## src/rtl/cdb_reservation_station.sv

```systemverilog
// Four-entry ALU reservation station that snoops the CDB for pending operands and issues the oldest ready entry.
// Issue is combinational from registered state (dispatch/wakeup at edge N -> issuable in cycle N+1); issueReady low holds the selected entry.
module cdb_reservation_station #(
  parameter int WIDTH   = 31,
  parameter int ROB     = 2,
  parameter int CONTROL = 5,
  parameter int DEPTH   = 4
) (
  input  logic                        clk,
  input  logic                        resetN,
  input  logic                        flush,
  input  logic                        dispatchValid,
  output logic                        dispatchReady,
  input  logic [CONTROL:0]            dispatchControl,
  input  logic [ROB:0]                dispatchRob,
  input  logic                        src1Ready,
  input  logic                        src2Ready,
  input  logic [WIDTH:0]              src1Value,
  input  logic [WIDTH:0]              src2Value,
  input  logic [ROB:0]                src1Tag,
  input  logic [ROB:0]                src2Tag,
  input  logic                        cdbValid,
  input  logic [ROB:0]                cdbRob,
  input  logic [WIDTH:0]              cdbResult,
  output logic                        issueValid,
  input  logic                        issueReady,
  output logic [CONTROL:0]            issueControl,
  output logic [ROB:0]                issueRob,
  output logic [WIDTH:0]              issueOp1,
  output logic [WIDTH:0]              issueOp2,
  output logic [$clog2(DEPTH):0]      occupancy
);

  localparam int OCC_W = $clog2(DEPTH) + 1;

  logic [DEPTH-1:0] valid;
  logic [DEPTH-1:0] rdy1;
  logic [DEPTH-1:0] rdy2;
  logic [CONTROL:0] ctrl [DEPTH];
  logic [ROB:0]     rob  [DEPTH];
  logic [ROB:0]     tag1 [DEPTH];
  logic [ROB:0]     tag2 [DEPTH];
  logic [WIDTH:0]   val1 [DEPTH];
  logic [WIDTH:0]   val2 [DEPTH];
  // older[i][j] set means entry i was dispatched before entry j; diagonal stays 0.
  logic [DEPTH-1:0] older [DEPTH];

  logic [DEPTH-1:0] alloc_oh;
  logic [DEPTH-1:0] ready_vec;
  logic [DEPTH-1:0] sel_oh;
  logic             alloc_found;
  logic             dispatch_fire;
  logic             issue_fire;
  logic             cdb_hit1;
  logic             cdb_hit2;

  always_comb begin
    occupancy = '0;
    for (int i = 0; i < DEPTH; i++) begin
      occupancy = occupancy + OCC_W'(valid[i]);
    end
  end

  assign dispatchReady = (occupancy < OCC_W'(DEPTH));
  assign dispatch_fire = dispatchValid && dispatchReady;
  assign issue_fire    = issueValid && issueReady;
  assign cdb_hit1      = !src1Ready && cdbValid && (cdbRob == src1Tag);
  assign cdb_hit2      = !src2Ready && cdbValid && (cdbRob == src2Tag);

  always_comb begin
    alloc_oh    = '0;
    alloc_found = 1'b0;
    for (int i = 0; i < DEPTH; i++) begin
      if (!valid[i] && !alloc_found) begin
        alloc_oh[i] = 1'b1;
        alloc_found = 1'b1;
      end
    end
  end

  // Oldest ready entry: no other ready entry is older than it.
  always_comb begin
    ready_vec = valid & rdy1 & rdy2;
    sel_oh    = '0;
    for (int i = 0; i < DEPTH; i++) begin
      logic blocked;
      blocked = 1'b0;
      for (int j = 0; j < DEPTH; j++) begin
        blocked = blocked | (ready_vec[j] & older[j][i]);
      end
      sel_oh[i] = ready_vec[i] & ~blocked;
    end
  end

  always_comb begin
    issueValid   = |sel_oh;
    issueControl = '0;
    issueRob     = '0;
    issueOp1     = '0;
    issueOp2     = '0;
    for (int i = 0; i < DEPTH; i++) begin
      if (sel_oh[i]) begin
        issueControl = ctrl[i];
        issueRob     = rob[i];
        issueOp1     = val1[i];
        issueOp2     = val2[i];
      end
    end
  end

  always_ff @(posedge clk or negedge resetN) begin
    if (!resetN) begin
      valid <= '0;
      rdy1  <= '0;
      rdy2  <= '0;
      for (int i = 0; i < DEPTH; i++) begin
        ctrl[i]  <= '0;
        rob[i]   <= '0;
        tag1[i]  <= '0;
        tag2[i]  <= '0;
        val1[i]  <= '0;
        val2[i]  <= '0;
        older[i] <= '0;
      end
    end else if (flush) begin
      valid <= '0;
    end else begin
      for (int i = 0; i < DEPTH; i++) begin
        if (dispatch_fire && alloc_oh[i]) begin
          valid[i]  <= 1'b1;
          ctrl[i]   <= dispatchControl;
          rob[i]    <= dispatchRob;
          tag1[i]   <= src1Tag;
          tag2[i]   <= src2Tag;
          rdy1[i]   <= src1Ready | cdb_hit1;
          rdy2[i]   <= src2Ready | cdb_hit2;
          val1[i]   <= src1Ready ? src1Value : cdbResult;
          val2[i]   <= src2Ready ? src2Value : cdbResult;
          older[i]  <= '0;
        end else begin
          if (issue_fire && sel_oh[i]) begin
            valid[i] <= 1'b0;
          end
          if (valid[i] && !rdy1[i] && cdbValid && (cdbRob == tag1[i])) begin
            rdy1[i] <= 1'b1;
            val1[i] <= cdbResult;
          end
          if (valid[i] && !rdy2[i] && cdbValid && (cdbRob == tag2[i])) begin
            rdy2[i] <= 1'b1;
            val2[i] <= cdbResult;
          end
          if (dispatch_fire) begin
            older[i] <= older[i] | alloc_oh;
          end
        end
      end
    end
  end

endmodule

```

## config.mk

```make
export PLATFORM = sky130hd
export DESIGN_NAME = cdb_reservation_station
export DESIGN_NICKNAME = d
export VERILOG_FILES = /design/src/rtl/cdb_reservation_station.sv
export SDC_FILE = /design/constraint.sdc
export NUM_CORES = 1
export LEC_CHECK = 0
export ABC_AREA = 1
export BUFFER_PORTS_ARGS = -buffer_cell sky130_fd_sc_hd__clkbuf_2
export CAP_MARGIN = 20
export CORE_ASPECT_RATIO = 1.75
export CORE_UTILIZATION = 40
export CTS_CLUSTER_DIAMETER = 150
export DETAILED_ROUTE_END_ITERATION = 12
export PLACE_DENSITY = 0.66
export SYNTH_ARGS = -nofsm -noshare
export SYNTH_HDL_FRONTEND = slang
export SYNTH_SLANG_ARGS = --single-unit
```

## constraint.sdc

```tcl
create_clock -name clk -period 3.45 [get_ports clk]
set_input_delay 0.1725 -clock clk [delete_from_list [all_inputs] [get_ports clk]]
set_output_delay 0.1725 -clock clk [all_outputs]
set_load 0.1 [all_outputs]
```

# Yosys cells after proc, flatten, opt, wreduce, memory -nomap -nowiden
# Index checks and enable logic that the tools add are counted.
dict set report word_totals {
  rom_bits 0
  ramBits 0
  latch_bits 0
  output_inout_bits 78
  in_bits 122
  n_memories 0
  register_bits 344
}
dict set report op_classes {
  muxes 73
  n_lt_le_gt_ge 1
  n_eq_ne 10
  n_bitwise 45
  n_addsub 3
  reduce_logical 89
  multipliers 0
  n_shift 0
  div_mod_pow 0
}
# op n
set op_table {}
lappend op_table {{$mux W32} 26}
lappend op_table {{$logic_and A1 B1 Y1} 41}
lappend op_table {{$mux W4} 9}
lappend op_table {{$reduce_and A2 Y1} 16}
lappend op_table {{$eq A3 B3 Y1} 10}
lappend op_table {{$mux W1} 30}
lappend op_table {{$mux W6} 4}
lappend op_table {{$reduce_bool A2 Y1} 12}
lappend op_table {{$and A1 B1 Y1} 20}
lappend op_table {{$or A4 B4 Y4} 4}
lappend op_table {{$logic_not A1 Y1} 15}
lappend op_table {{$or A1 B1 Y1} 14}
lappend op_table {{$mux W3} 4}
lappend op_table {{$reduce_bool A3 Y1} 4}
lappend op_table {{$and A4 B4 Y4} 2}
lappend op_table {{$not A1 Y1} 5}
lappend op_table {{$reduce_or A4 Y1} 1}
lappend op_table {{$add A2 B1 Y3} 1}
lappend op_table {{$add A3 B1 Y3} 1}
lappend op_table {{$lt A3 B3 Y1 const B} 1}
lappend op_table {{$add A1 B1 Y2} 1}

# Depth between registers and ports, before layout
dict set report logic_depth {
  depth_word 14
  depth_mapped 17
}

# Least setup slack after synthesis
# Ideal clock, no wire load.
dict set report synth_path {
  path_type {flip-flop to flip-flop}
  start {reg valid[0]}
  end {reg val1[68] (netlist bit)}
  slack_ns -0.212
  path_stages_with_launch 18
  n_path_buf 3
  t_arrival_ns 3.532
  path_cell_list {dfrtp_1 -> inv_1 -> fa_1 -> inv_1 -> ha_1 -> ha_1 -> inv_2 -> nand2_2 -> inv_2 -> nand2_2 -> buf_4 -> nor2_2 -> inv_1 -> nand2_1 -> buf_2 -> buf_4 -> nand2_1 -> o21ai_1}
}
dict set report synth_via {
  elab_chain_len 8
  elab_cells_between_ends 11
  cone_classes {3 x add/sub; 1 x order compare; 2 x mux; 5 x reduce/logical}
}
# element line
set synth_rtl {}
lappend synth_rtl {{start: declaration} 36} ;# logic [DEPTH-1:0] valid;
lappend synth_rtl {{start signal: assignment} 113} ;# valid <= '0;
lappend synth_rtl {{start signal: assignment} 126} ;# valid <= '0;
lappend synth_rtl {{start signal: indexed assignment} 130} ;# valid[i] <= 1'b1;
lappend synth_rtl {{$add A1 B1 Y2 *} 60} ;# occupancy = occupancy + OCC_W'(valid[i]);
lappend synth_rtl {{$add A2 B1 Y3 *} 60}
lappend synth_rtl {{$add A3 B1 Y3 *} 60}
lappend synth_rtl {{net occupancy[2]} 31} ;# output logic [$clog2(DEPTH):0] occupancy
lappend synth_rtl {{$lt A3 B3 Y1 *} 64} ;# assign dispatchReady = (occupancy < OCC_W'(DEPTH));
lappend synth_rtl {{net dispatchReady} 13} ;# output logic dispatchReady,
lappend synth_rtl {{$logic_and A1 B1 Y1 *} 65} ;# assign dispatch_fire = dispatchValid && dispatchReady;
lappend synth_rtl {{$logic_and A1 B1 Y1 *} 129} ;# if (dispatch_fire && alloc_oh[i]) begin
lappend synth_rtl {{$reduce_bool A2 Y1 (no source line)} n/a}
lappend synth_rtl {{$reduce_and A2 Y1 (no source line)} n/a}
lappend synth_rtl {{end signal: indexed assignment} 137} ;# val1[i] <= src1Ready ? src1Value : cdbResult;
lappend synth_rtl {{end signal: indexed assignment} 146} ;# val1[i] <= cdbResult;
lappend synth_rtl {{end: declaration} 43} ;# logic [WIDTH:0] val1 [DEPTH];
# The timed path passes the listed nets; every way through them passes the cells marked *.
# A chain may end at the register's enable or synchronous reset.

# Worst setup path in the final report
dict set report layout_path {
  start {reg valid[0]}
  end {out issueOp1[21]}
}
dict set report layout_via {
  elab_chain_len 12
  elab_cells_between_ends 30
  cone_classes {4 x mux; 26 x bitwise}
}
# element line
set layout_rtl {}
lappend layout_rtl {{$and A4 B4 Y4 * (2 in a row)} 83} ;# ready_vec = valid & rdy1 & rdy2;
lappend layout_rtl {{$and A1 B1 Y1} 89} ;# blocked = blocked | (ready_vec[j] & older[j][i]);
lappend layout_rtl {{$or A1 B1 Y1 (3 in a row)} 89}
lappend layout_rtl {{$not A1 Y1} 91} ;# sel_oh[i] = ready_vec[i] & ~blocked;
lappend layout_rtl {{$and A1 B1 Y1} 91}
lappend layout_rtl {{$mux W32 (3 in a row)} 102} ;# if (sel_oh[i]) begin
lappend layout_rtl {{$mux W32 *} 102}
lappend layout_rtl {{end: declaration} 29} ;# output logic [WIDTH:0] issueOp1,
# Mark *: on every way between the ends. The rest lies on a longest branch, timed or not.

==> out/results.txt <==
Port-buffer cells -> 199
Setup Viol. Count Final -> 0
Worst Tran Pin Value -> 1.09 ns
die boundary width -> 171 µm
CTS root buffer -> clkbuf_16
highest clock rate -> 297 MHz
EDFF count, synth -> 0
Data required, critical path -> 3.28 ns
post-synthesis cell type count -> 32
commonest non-fill, non-tap cell in the layout -> nand2_1
DP HPWL -> 44,300 µm
CP Launch Type -> flop
Final Cycle Share -> 97.5%
clock tree buffer depth -> 3
Post-Syn Area -> 20,100 µm²
Mapped Cells -> 2,844
clock power share -> 30.2%
most frequent cells in the layout -> nand2_1 (891), dfrtp_1 (344), nand3_1 (288)
worst flop-to-flop path startpoint -> valid[1]
total CTS buffers -> 35
switching power -> 4.95 mW
TNS Setup -> 0 ns
min cycle time layout -> 3.36 ns
Worst R2R Path Depth -> 13
Die ar. -> 51,200 µm²
Static Leakage -> 12.3 nW
largest net degree at the start of global routing -> 98
initial antenna violation count -> 1
clock skew -> 0.0342 ns
area grow syn2layout -> 14.8%
final hold vios -> 0
WHS Path Cells -> 3
gr ovfl total -> 0
Finished Layout Cells -> 3,630
first-pass GRT wire length -> 109,000 µm
row count -> 108
Detailed Route Iter0 Violations -> 1,483
total core area -> 49,600 µm²
Reg power frac -> 40.8%
Setup CP Type -> reg2out
Synth async-reset ratio -> 100%
fin nets -> 3,073
Starting Density -> 40.5%
First-pass DRT Iterations -> 5
Clock Sinks -> 344
post-route ant nets -> 0
routed vias -> 19,800
H-tree Lvls -> 2
outcome -> finished, final reports clean
worst min path class -> in2reg
synth warn -> 0
Mapped Nets -> 2,971
worst hold start -> src2Tag[1]
vias in the first global route -> 19,600
WHS Endpoint -> tag2[7]
DRC -> 0
Net Sw Frac -> 37.6%
num ports -> 200
Worst slew margin -> 27.2%
TritonCTS clock tree -> yes
Antenna diodes -> 0
Die Ht -> 299 µm
post-layout total power -> 13.2 mW
GP Congestion -> 0.867
Total GRT Usage -> 27.7%
crit path max fanout -> 37
Int Power -> 8.23 mW
layout cells sized above 1 -> 13.2%
Avg Vias per Cell -> 5.45
Crit. End Element -> output pin
FF+latch count, synth -> 344
pwr/cell area -> 571 nW/µm²
routed len/inst -> 19.3 µm
R2R Setup Slk -> 0.30 ns
worst skew pair latency -> 0.55 ns
combinational power share -> 29.0%
CP arrival -> 3.19 ns
R2R Path End -> val1[116]
max-cap violations -> 0
final wirelength -> 70,100 µm
ys flop type -> dfrtp_1
RSZ-0062 raised after global routing -> false
Slew Limit Fails -> 0
Syn Area/Cell -> 7.07 µm²
Worst VDD drop -> 0.432 mV
sequential area share after synthesis -> 42.8%
placed cell count -> 3,556
clock slew at reported path FFs -> 0.07 ns
## sequential cells by signal (all words and copies together) (netlist names), named ones only
signal and flops:
val2 128, valid 4, rdy1 4, older 12, val1 128, tag1 12
rob 12, tag2 12, rdy2 4, ctrl 24
## cell usage after synthesis, drive strengths merged (2+ instances only)
cell type | instances | area share [%]
clkbuf | 85 | 1.6
o211ai | 2 | 0.075
nand4 | 13 | 0.47
o22ai | 2 | 0.062
a21oi | 150 | 3.7
o21ai | 328 | 8.2
dfrtp | 344 | 43
inv | 275 | 5.1
nand3 | 289 | 7.2
buf | 114 | 3.3
nor3 | 6 | 0.15
mux2i | 64 | 3.2
nand2 | 905 | 17
nand3b | 2 | 0.075
nor2 | 172 | 3.3
o21a | 64 | 2.4
xnor2 | 21 | 0.91
ha | 4 | 0.25
## layout make-up
type                            count  area, µm²
Fill cell                        5059      26500
Multi-Input combinational cell   2026       9600
Sequential cell                   344       8610
Timing Repair Buffer              264       1850
Inverter                          275       1040
Clock buffer                       49       1010
Tap cell                          660        826
Clock inverter                     12        160
## stage by stage
step / hold WS (ns) / setup WS (ns) / util (%) / cell area (µm²)
floorplan: -0.123 / 0.171 / - / 20100
global placement: 0.270 / 0.371 / 43.9 / 21800
detailed placement: 0.274 / 0.310 / 43.9 / 21800
CTS: 0.00210 / 0.00913 / 46.5 / 23100
global route: 0.0465 / 0.00269 / 46.5 / 23100
finish: 0.00925 / 0.0863 / 46.5 / 23100
## metal layers
| layer | share of wire [%] | routed length, µm | track usage, % |
|---|---|---|---|
| met1 | 38 | 26400 | 32.9 |
| met2 | 50 | 35000 | 47.6 |
| met3 | 7.0 | 4890 | 3.73 |
| met4 | 5.4 | 3750 | 15.5 |
| met5 | 0.013 | 9 | 0 |
## worst max-delay path: stages (launching register included)
cell	delay [ns]
dfrtp_1	0.44
nand3_1	0.21
nor2_1	0.23
nor2_4	0.07
nand2_4	0.45
buf_12	0.27
nand2_1	0.09
inv_2	0.05
nand2_1	0.05
a21oi_1	0.33
clkbuf_4	0.42
## cells by family (layout without fill, tap and decap cells)
logic type | after synthesis | after routing | synth area share, %
adder cells (fa/ha/maj) | 5 | 5 | 0.349
AO/OA/AOI/OAI | 546 | 546 | 14.4
XOR/XNOR | 22 | 22 | 0.959
buffers and inverters | 474 | 600 | 9.98
multiplexers | 64 | 64 | 3.19
flip-flops | 344 | 344 | 42.8
AND/OR/NAND/NOR | 1389 | 1389 | 28.3
## worst max path at each step
stage	startpoint	to	slack, ns	cells past startpoint
6_report	valid[0]	issueOp1[21]	0.09	10
5_1_grt	valid[0]	issueOp1[21]	0.003	10
4_1_cts	rdy1[3]	issueOp2[25]	0.009	9
3_5_place_dp	valid[0]	val2[119]	0.31	15
3_3_place_gp	valid[0]	val2[113]	0.37	15
2_1_floorplan	valid[0]	val1[76]	0.17	16
## power groups by stage
| stage | combinational, mW | sequential, mW | clock, mW |
|---|---|---|---|
| after floorplan | 2.92 | 5.30 | 0 |
| after global placement | 3.72 | 5.39 | 0 |
| after detailed placement | 3.79 | 5.43 | 0 |
| after CTS | 3.83 | 5.36 | 4.04 |
| after global routing | 4.18 | 5.46 | 4.18 |
| final | 3.82 | 5.37 | 3.98 |
## repair_timing
action                                 4_1_cts  5_1_grt
endpoints found under the hold margin      120        0
setup endpoints to repair                   11       21
resized for setup                            4       25
buffers inserted                             0        2
hold buffers                                11        0
pin swaps                                    0        1
Power figures use the tool's default switching activity.
